$ cat src/rtl/bit_serializer.sv
// -----------------------------------------------------------------------------
// bit_serializer
//
// Converts parallel words into a serial bit stream for a downstream single-bit
// pattern detector. A word is accepted on a valid/ready handshake, emitted one
// bit per cycle starting the cycle after acceptance, and the next word may be
// accepted on the last bit of the current one so consecutive words run with
// no gap. Between words dout is held at 0.
//
// Parameters
//   WIDTH      parallel word width (>= 2)
//   MSB_FIRST  1: bit WIDTH-1 leaves first, 0: bit 0 leaves first
//
// Ports
//   clk         in   rising-edge clock for all state
//   rstn        in   synchronous active-low reset
//   din         in   parallel word to serialize
//   din_valid   in   din holds a word for transfer
//   din_ready   out  block accepts din this cycle (combinational)
//   dout        out  serial bit stream
//   dout_valid  out  dout carries a payload bit
//   word_cnt    out  words fully shifted out, wraps modulo 2^16
// -----------------------------------------------------------------------------
module bit_serializer #(
    parameter int WIDTH     = 8,
    parameter bit MSB_FIRST = 1'b1
) (
    input  logic             clk,
    input  logic             rstn,
    input  logic [WIDTH-1:0] din,
    input  logic             din_valid,
    output logic             din_ready,
    output logic             dout,
    output logic             dout_valid,
    output logic [15:0]      word_cnt
);

    localparam int             IDX_W    = $clog2(WIDTH);
    localparam logic [IDX_W-1:0] LAST_IDX = IDX_W'(WIDTH - 1);

    typedef enum logic {
        IDLE  = 1'b0,
        SHIFT = 1'b1
    } state_t;

    state_t             r_state;
    state_t             w_state_nxt;
    logic [WIDTH-1:0]   r_shreg;
    logic [WIDTH-1:0]   w_shreg_nxt;
    logic [WIDTH-1:0]   w_shreg_adv;
    logic [IDX_W-1:0]   r_idx;
    logic [IDX_W-1:0]   w_idx_nxt;
    logic [15:0]        r_word_cnt;
    logic [15:0]        w_word_cnt_nxt;
    logic               w_last;
    logic               w_xfer;

    // Last bit of the current word is on dout: this is the only SHIFT cycle
    // in which a new word can be taken, which makes back-to-back gapless.
    assign w_last    = (r_state == SHIFT) && (r_idx == LAST_IDX);
    assign din_ready = rstn && ((r_state == IDLE) || w_last);
    assign w_xfer    = din_valid && din_ready;

    // Output end is the MSB or LSB; the register moves toward it, zero-filled.
    assign w_shreg_adv = MSB_FIRST ? {r_shreg[WIDTH-2:0], 1'b0}
                                   : {1'b0, r_shreg[WIDTH-1:1]};

    assign dout       = (r_state == SHIFT) ? (MSB_FIRST ? r_shreg[WIDTH-1] : r_shreg[0])
                                           : 1'b0;
    assign dout_valid = (r_state == SHIFT);
    assign word_cnt   = r_word_cnt;

    always_comb begin
        w_state_nxt    = r_state;
        w_shreg_nxt    = r_shreg;
        w_idx_nxt      = r_idx;
        w_word_cnt_nxt = r_word_cnt;
        case (r_state)
            IDLE: begin
                if (w_xfer) begin
                    w_shreg_nxt = din;
                    w_idx_nxt   = '0;
                    w_state_nxt = SHIFT;
                end
            end
            SHIFT: begin
                if (!w_last) begin
                    w_shreg_nxt = w_shreg_adv;
                    w_idx_nxt   = r_idx + IDX_W'(1);
                end else begin
                    w_word_cnt_nxt = r_word_cnt + 16'd1;
                    if (w_xfer) begin
                        w_shreg_nxt = din;
                        w_idx_nxt   = '0;
                        w_state_nxt = SHIFT;
                    end else begin
                        w_state_nxt = IDLE;
                    end
                end
            end
            default: begin
                w_state_nxt = IDLE;
            end
        endcase
    end

    always_ff @(posedge clk) begin
        if (!rstn) begin
            r_state    <= IDLE;
            r_shreg    <= '0;
            r_idx      <= '0;
            r_word_cnt <= '0;
        end else begin
            r_state    <= w_state_nxt;
            r_shreg    <= w_shreg_nxt;
            r_idx      <= w_idx_nxt;
            r_word_cnt <= w_word_cnt_nxt;
        end
    end

endmodule

$ cat config.mk
export PLATFORM = sky130hd
export DESIGN_NAME = bit_serializer
export DESIGN_NICKNAME = d
export VERILOG_FILES = /design/src/rtl/bit_serializer.sv
export SDC_FILE = /design/constraint.sdc
export NUM_CORES = 1
export LEC_CHECK = 0
export ABC_CLOCK_PERIOD_IN_PS = 2700
export CORE_MARGIN = 1.5
export CORE_UTILIZATION = 40
export CTS_CLUSTER_DIAMETER = 150
export DETAILED_ROUTE_END_ITERATION = 8
export PLACE_DENSITY_LB_ADDON = 0.12
export SYNTH_ARGS = -nofsm -noshare
export SYNTH_HDL_FRONTEND = slang
export SYNTH_SLANG_ARGS = --single-unit
$ cat constraint.sdc
create_clock -name clk -period 2.7 [get_ports clk]
set_input_delay 0.27 -clock clk [delete_from_list [all_inputs] [get_ports clk]]
set_output_delay 0.27 -clock clk [all_outputs]
set_load 0.05 [all_outputs]
== Word-level counts from Yosys, hierarchy flattened ==
Cells that the tools add are included.
Cells by class
  $add $sub $neg: 2
  eq/ne operators: 1
  mux-type cells: 10
  bitwise logic cells: 1
  reductions and logical operators: 5
Operator list (count)
  $add 16x1->16 const B: 1
  $mux 8: 2
  $pmux 8 s2: 1
  $mux 3: 2
  $pmux 3 s2: 1
  $add 3x1->3 const B: 1
  $eq 3x3->1 const B: 1
  $logic_and 1x1->1: 3
  $mux 1: 3
  $pmux 1 s2: 1
  $reduce_and 2->1: 1
  $logic_or 1x1->1: 1
  $not 1->1: 1
Word-level totals
  bits in registers: 28
  input port bits: 11
  output and inout port bits: 19

== Depth between registers and ports, before layout ==
  depth in word-level cells: 8
  mapped depth: 7
  mapped depth without buffers: 6

== Least setup slack after synthesis ==
Ideal clock, no wire load.
  path kind: register to register
  start point: reg r_word_cnt[0] (netlist: word_cnt[0])
  end point: reg r_word_cnt[15] (netlist: word_cnt[15])
  arrival time: 1.922 ns
  path slack: 0.708 ns
  stages on the path, launching flop included: 5
  cells stage by stage: dfxtp_1 > nand3_1 > or4_4 > or3_1 > a21oi_1
Between the ends
  longest elaborated chain between the ends: 1
Ends and longest elaborated chain
  start: declaration: RTL line 53  | logic [15:0] r_word_cnt;
  start signal: assignment: RTL line 117  | r_word_cnt <= w_word_cnt_nxt;
  $add 16x1->16: RTL line 91  | w_word_cnt_nxt = r_word_cnt + 16'd1;
Every way passes these cells.
A chain may end at the register's enable or synchronous reset.

== Final worst setup path ==
  start point: reg r_idx[0]
  end point: out din_ready
Between the ends
  longest elaborated chain between the ends: 4
Ends and longest elaborated chain
  start: declaration: RTL line 51  | logic [IDX_W-1:0] r_idx;
  start signal: assignment: RTL line 116  | r_idx <= w_idx_nxt;
  $eq 3x3->1: RTL line 60  | assign w_last = (r_state == SHIFT) && (r_idx == LAST_IDX);
  $logic_and 1x1->1: RTL line 60
  $logic_or 1x1->1: RTL line 61  | assign din_ready = rstn && ((r_state == IDLE) || w_last);
  $logic_and 1x1->1: RTL line 61
  end: declaration: RTL line 32  | output logic din_ready,
Every way passes these cells.

==> results.yml <==
logic_synthesis:
  synth_compound_area_frac: 0.0933
  synth_adder_area_share: 0.0298
  ys_ff_latch: 28
  synthMuxAreaShare: 0.0794
  synth_simple_gate_area_frac: 0.271
  synth_area_um2: 1260
  synth.avg_cell_area_um2: 8.82
  yosysUniqueCellTypes: 29
  syn-instance-count: 143
  synth_top_area_share: 0.444
  synth_top_family_by_area: "simple AND/OR/NAND/NOR gates"
  synth-xor-area-share: 0.0556
  synth_area_leaders: "dfxtp_1 (44%), mux2i_1 (7.9%), nor2_1 (6.3%), a211oi_1 (4.2%), a21oi_1 (3.6%)"
  yosys_warnings: 0
  synth_seq_area_share: 0.444
  synth_fp_nets: 157
  synth_area_leader_cell: "dfxtp_1"
setup_path:
  critical_path.startpoint: "r_idx[0]"
  crit_fanout: 6
  cp.required_ns: 2.43
  cp_top_family: "simple AND/OR/NAND/NOR gates"
  cp-end-kind: "output pin"
  rrSetupSlack_ns: 0.65
  reg2regPathDepth: 6
  cp_cell_sequence: "ha_1, ha_1, nor2b_1, nor2_1, buf_12"
  critPathKind: "reg2out"
  arrival_ns: 1.78
  r2r-end: "word_cnt[15]"
  cpMostUsedCell: "ha_1"
  crit_path_start_kind: "flip-flop"
  timing.rr.start: "r_idx[0]"
  slowest_stage: "dfxtp_1"
  path_buf_inv: 1
  critPathMaxStageDelay_ns: 0.35
drt:
  viasPerCell: 5.01
  drt_pass1_iterations: 6
  ant_nets: 0
  post-route-drc-count: 0
  drtIter0Drc: 38
  wirelength_mm: 2.61
  routedWlPerCell_um: 12.1
  dr_total_vias: 1078
global_route:
  grt_pass1_wl_mm: 4.43
  antenna_found_initial: 0
  grt_pass1_vias: 1014
  gr-usage-all-layers: 0.163
  grt_overflow: 0
  grt_max_degree: 27
power:
  p_leak_nw: 0.602
  finalPower_mw: 0.682
  vdd_drop_max_mv: 0.202
  p_seq_frac: 0.636
  p_clk_frac: 0.250
  power_density_nw_per_um2: 419
  p_int_mw: 0.515
  p_sw_frac: 0.245
  p_switching_mw: 0.167
  p_comb_frac: 0.113
finish:
  drive_above_1_share: 0.0409
  finalInstanceArea_um2: 1630
  utilization: 0.538
  antenna_cells: 0
  n_fill_cell: 298
  nets: 187
  syn2layout_area_growth_pct: 29.1
  multi_input_area_um2: 667
  regArea_um2: 561
cts:
  path_clk_slew_ns: 0.15
  cts_tree: "built"
  cts_root_buf: "clkbuf_4"
  clkLatencyLatePin_ns: 0.32
  cts.repair.resized: 0
  h-tree-depth: 1
  clk_path_buf_depth: 2
  cts_sinks: 28
  hold_buffers: 0
  numCtsBuffers: 3
  post_cts_buffers: 0
hold_path:
  whs_path_depth: 2
  worstHoldPathType: "reg2reg"
  worstHoldEndpoint: "r_idx[2]"
  hp-start: "r_idx[2]"
floorplan:
  die-area_um2: 3500
  dieWidth_um: 59.2
  initial_core_util: 0.417
  rows: 20
  core_area_um2: 3030
  die_h_um: 59.2
  io_pins: 30
placed_design:
  port_buffers: 29
  postPlaceCellArea_um2: 1610
  dp_hpwl_mm: 1.88
  place_ws_ns: 0.692
  gp_congestion: 0.776
timing:
  worstMarginPinSlew_ns: 0.590
  fin_crit_sh: 0.758
  relSlewSlack: 0.605
  fin_setup_tns_ns: 0
  fmax_ghz: 0.489
  finalMaxSlewViolations: 0
  fin_skew_ns: 0.0103
  fin_ws_ns: 0.654
  period_minus_slack_ns: 2.05
  rsz0062_at_grt: "no"
  finalSetupViolations: 0
  hold_viol_final: 0
job:
  max_cap_viol_count: 0
outcome:
  outcome: "finished, final reports clean"
layout make-up:
class | instances | share of cell area
multi-input cells | 106 | 0.410
inverters | 4 | 0.00922
well taps | 44 | 0.0338
clock buffers | 3 | 0.0138
flip-flops and latches | 28 | 0.344
repair buffers | 30 | 0.189
worst min-delay path: stages (launching register included):
cell	delay [ns]
dfxtp_1	0.34
nand3b_1	0.08
a21oi_1	0.06
worst max path at each step:
stage          slack (ns)  depth (start not counted)           end
4_1_cts              0.65                          6  word_cnt[15]
6_report             0.65                          5     din_ready
3_5_place_dp         0.69                          6  word_cnt[15]
2_1_floorplan        0.71                          4  word_cnt[15]
3_3_place_gp         0.75                          6  word_cnt[15]
5_1_grt              0.50                          6  word_cnt[13]
layer usage:
metal / vias up / wire, um / part of all wire / track usage
li1: 558 / - / - / -
met1: 497 / 1420 / 0.54 / 0.236
met2: 21 / 1080 / 0.41 / 0.238
met3: 2 / 95 / 0.036 / 0.0371
met4: 0 / 17 / 0.0065 / 0.0584
met5: - / 0 / 0 / 0
layout by cell type (no fill, tap or decap), types with 3 or more instances in the layout:
| cell type | synthesis | layout |
|---|---|---|
| inv_1 | 3 | 3 |
| nand2_1 | 10 | 10 |
| xor2_1 | 4 | 4 |
| mux2i_1 | 10 | 10 |
| clkdlybuf4s50_1 | 0 | 28 |
| nand3_1 | 5 | 5 |
| dfxtp_1 | 28 | 28 |
| nand4_1 | 5 | 5 |
| o21ai_0 | 4 | 4 |
| nand2b_1 | 3 | 3 |
| and4_1 | 3 | 3 |
| nor2_1 | 21 | 21 |
| xnor2_1 | 4 | 4 |
| ha_1 | 3 | 3 |
| a21oi_1 | 9 | 9 |
| a211oi_1 | 7 | 7 |
| clkbuf_4 | 0 | 3 |
through the flow:
step / hold slack, ns / cells
2_1_floorplan: 0.421 / 143
3_3_place_gp: 0.475 / 212
3_5_place_dp: 0.483 / 212
4_1_cts: 0.508 / 215
5_1_grt: 0.528 / 215
6_report: 0.508 / 215
synthesized netlist by cell type:
master	instances
nor4_1	1
xnor2_1	4
buf_1	1
inv_1	3
nand2_1	10
ha_1	3
or3_1	2
or4_4	1
nor2b_1	2
nand4b_1	2
nor2_1	21
nand2b_1	3
clkbuf_1	4
nand4_1	5
nor3_1	2
nand3b_1	2
mux2i_1	10
a211oi_1	7
and2_1	2
xor2_1	4
clkinv_1	1
nand2_2	1
nand3_1	5
o21ai_0	4
and4_1	3
and3_1	2
or2b_1	1
a21oi_1	9
dfxtp_1	28
flip-flops by register name, summed over array words and instances, names as in the netlist:
register    count
dout_valid      1
r_shreg         8
word_cnt       16
r_idx           3
power by group through the flow:
| stage | Combinational [mW] | Clock, mW | Sequential (mW) |
|---|---|---|---|
| 3_5_place_dp | 0.0772 | 0 | 0.443 |
| 3_3_place_gp | 0.0762 | 0 | 0.443 |
| 5_1_grt | 0.0847 | 0.198 | 0.436 |
| 6_report | 0.0773 | 0.171 | 0.434 |
| 4_1_cts | 0.0779 | 0.173 | 0.434 |
| 2_1_floorplan | 0.0434 | 0 | 0.444 |
cell families after synthesis:
logic type | after synthesis
simple gates | 65
flops | 28
compound gates | 20
mux | 10
buf+inv | 9
xor+xnor | 8
fa+ha+maj | 3
(Power assumes the default switching activity.)
==> patch, RTL diff (same settings) <==
Register the output `word_cnt` once more, cleared by the reset; this adds one clock of latency there. The other outputs are not delayed to match.
--- a/src/rtl/bit_serializer.sv
+++ b/src/rtl/bit_serializer.sv
@@ -68,7 +68,13 @@
     assign dout       = (r_state == SHIFT) ? (MSB_FIRST ? r_shreg[WIDTH-1] : r_shreg[0])
                                            : 1'b0;
     assign dout_valid = (r_state == SHIFT);
-    assign word_cnt   = r_word_cnt;
+    always_ff @(posedge clk) begin
+        if (!rstn) begin
+            word_cnt <= '0;
+        end else begin
+            word_cnt <= r_word_cnt;
+        end
+    end
 
     always_comb begin
         w_state_nxt    = r_state;
Check against the original RTL: not equivalent (a bounded check fails within 10 cycles, from zero or initial values and one cycle with rstn low).
==> patch against the unedited design <==
Area after synthesis increased by 32%; sequential cell count rose by 16; final area increased by 28%; power is 66% higher; first-iteration DRC count grew 79%; wire length up 15%; worst setup slack worse by 0.032 ns.
==> patch: results (changes against the unedited design) <==
metric	value	unit	change
skew	0.00610	ns	-0.00421 ns
final_nets	216		+16%
dp_cells	245		+16%
cpPeakStageDelay	0.48	ns	+0.13 ns
grt_pass1_wl	5090	µm	+15%
wl_met2	1410	µm	+31%
yosys-top-cells-area	dfxtp_1 (53%), nor2_1 (6.3%), mux2i_1 (4.8%)		
hold_end	r_idx[1]		
worst_ep_arrival_time	2.25	ns	+0.47 ns
vias	1249		+16%
tightest_slew	0.602	ns	+0.0116 ns
met3_usage	0.0400		+0.00288
cts_buffers	5		+2
dr.first_iter.drc_count	68		+79%
hpwl	2120	µm	+13%
timing.reg2reg.setup_slack	0.62	ns	-0.03 ns
synthTopCellsByCount	dfxtp_1 (44), nor2_1 (28), and2_1 (12)		
cp_max_fo	7		+1
cts_root_buf	clkbuf_8		
use_met2	0.256		+0.0181
gr-usage-met1	0.177		-0.0594
synthCells	171		+20%
hp-start	r_idx[1]		
crit_end	r_word_cnt[15]		
dr_wl_met3	101	µm	+6.3%
wl_per_cell	11.9	µm	-1.7%
ctsResizeCount	0		unchanged
cp_slowest_cell	nor4_1		
gp_congestion	0.840		+8.3%
ir_worst_vdd	0.000268	V	+33%
htreeDepth	2		+1
global_route.usage.total	0.151		-0.0129
seq_area_frac_synth	0.530		+0.0857
drt_wl_total	3010	µm	+15%
drive_gt1_frac	0.0792		+0.0383
status	complete, no violations		
insertion_delay	0.29	ns	-0.03 ns
synthesis.nets	185		+18%
-- patch: logic make-up (layout without fill, tap and decap cells) --
| family | after synthesis | count (layout) | synth area share |
|---|---|---|---|
| AND/OR/NAND/NOR | 74 | 74 | 0.243 |
| XOR/XNOR | 10 | 10 | 0.0527 |
| multiplexers | 9 | 9 | 0.0550 |
| flip-flops | 44 | 44 | 0.530 |
| AO/OA/AOI/OAI | 19 | 19 | 0.0693 |
| buffers and inverters | 12 | 43 | 0.0271 |
| adder cells (fa/ha/maj) | 3 | 3 | 0.0226 |
-- patch: power by group --
part | switching [mW] | internal [mW] | leakage, nW
registers | 0.00856 | 0.661 | 0.357
logic | 0.0434 | 0.0375 | 0.400
clock network | 0.203 | 0.176 | 0.0410
total | 0.255 | 0.874 | 0.798
-- patch: through the flow --
| stage | cell area, µm² | utilization | hold WS (ns) | setup WS (ns) |
|---|---|---|---|---|
| floorplan | 1660 | - | 0.397 | 0.772 |
| global placement | 2010 | 0.503 | 0.472 | 0.706 |
| detailed placement | 2010 | 0.503 | 0.486 | 0.608 |
| CTS | 2090 | 0.523 | 0.497 | 0.599 |
| global route | 2090 | 0.523 | 0.520 | 0.455 |
| finish | 2090 | 0.523 | 0.494 | 0.622 |
-- patch: layout make-up --
| cell class | count | area (µm²) |
|---|---|---|
| repair buffers | 31 | 315 |
| clock inverters | 1 | 5.00 |
| multi-input cells | 115 | 736 |
| flip-flops and latches | 44 | 881 |
| inverters | 5 | 18.8 |
| well taps | 50 | 62.6 |
| fillers | 356 | 1910 |
| clock buffers | 6 | 72.6 |
-- patch: worst reg2reg max path, stage by stage (launching register included) --
cell and delay, ns:
dfxtp_1 0.36, ha_1 0.16, ha_1 0.26, nand4_1 0.25
nor4_1 0.48, nand3_1 0.15, mux2_1 0.32
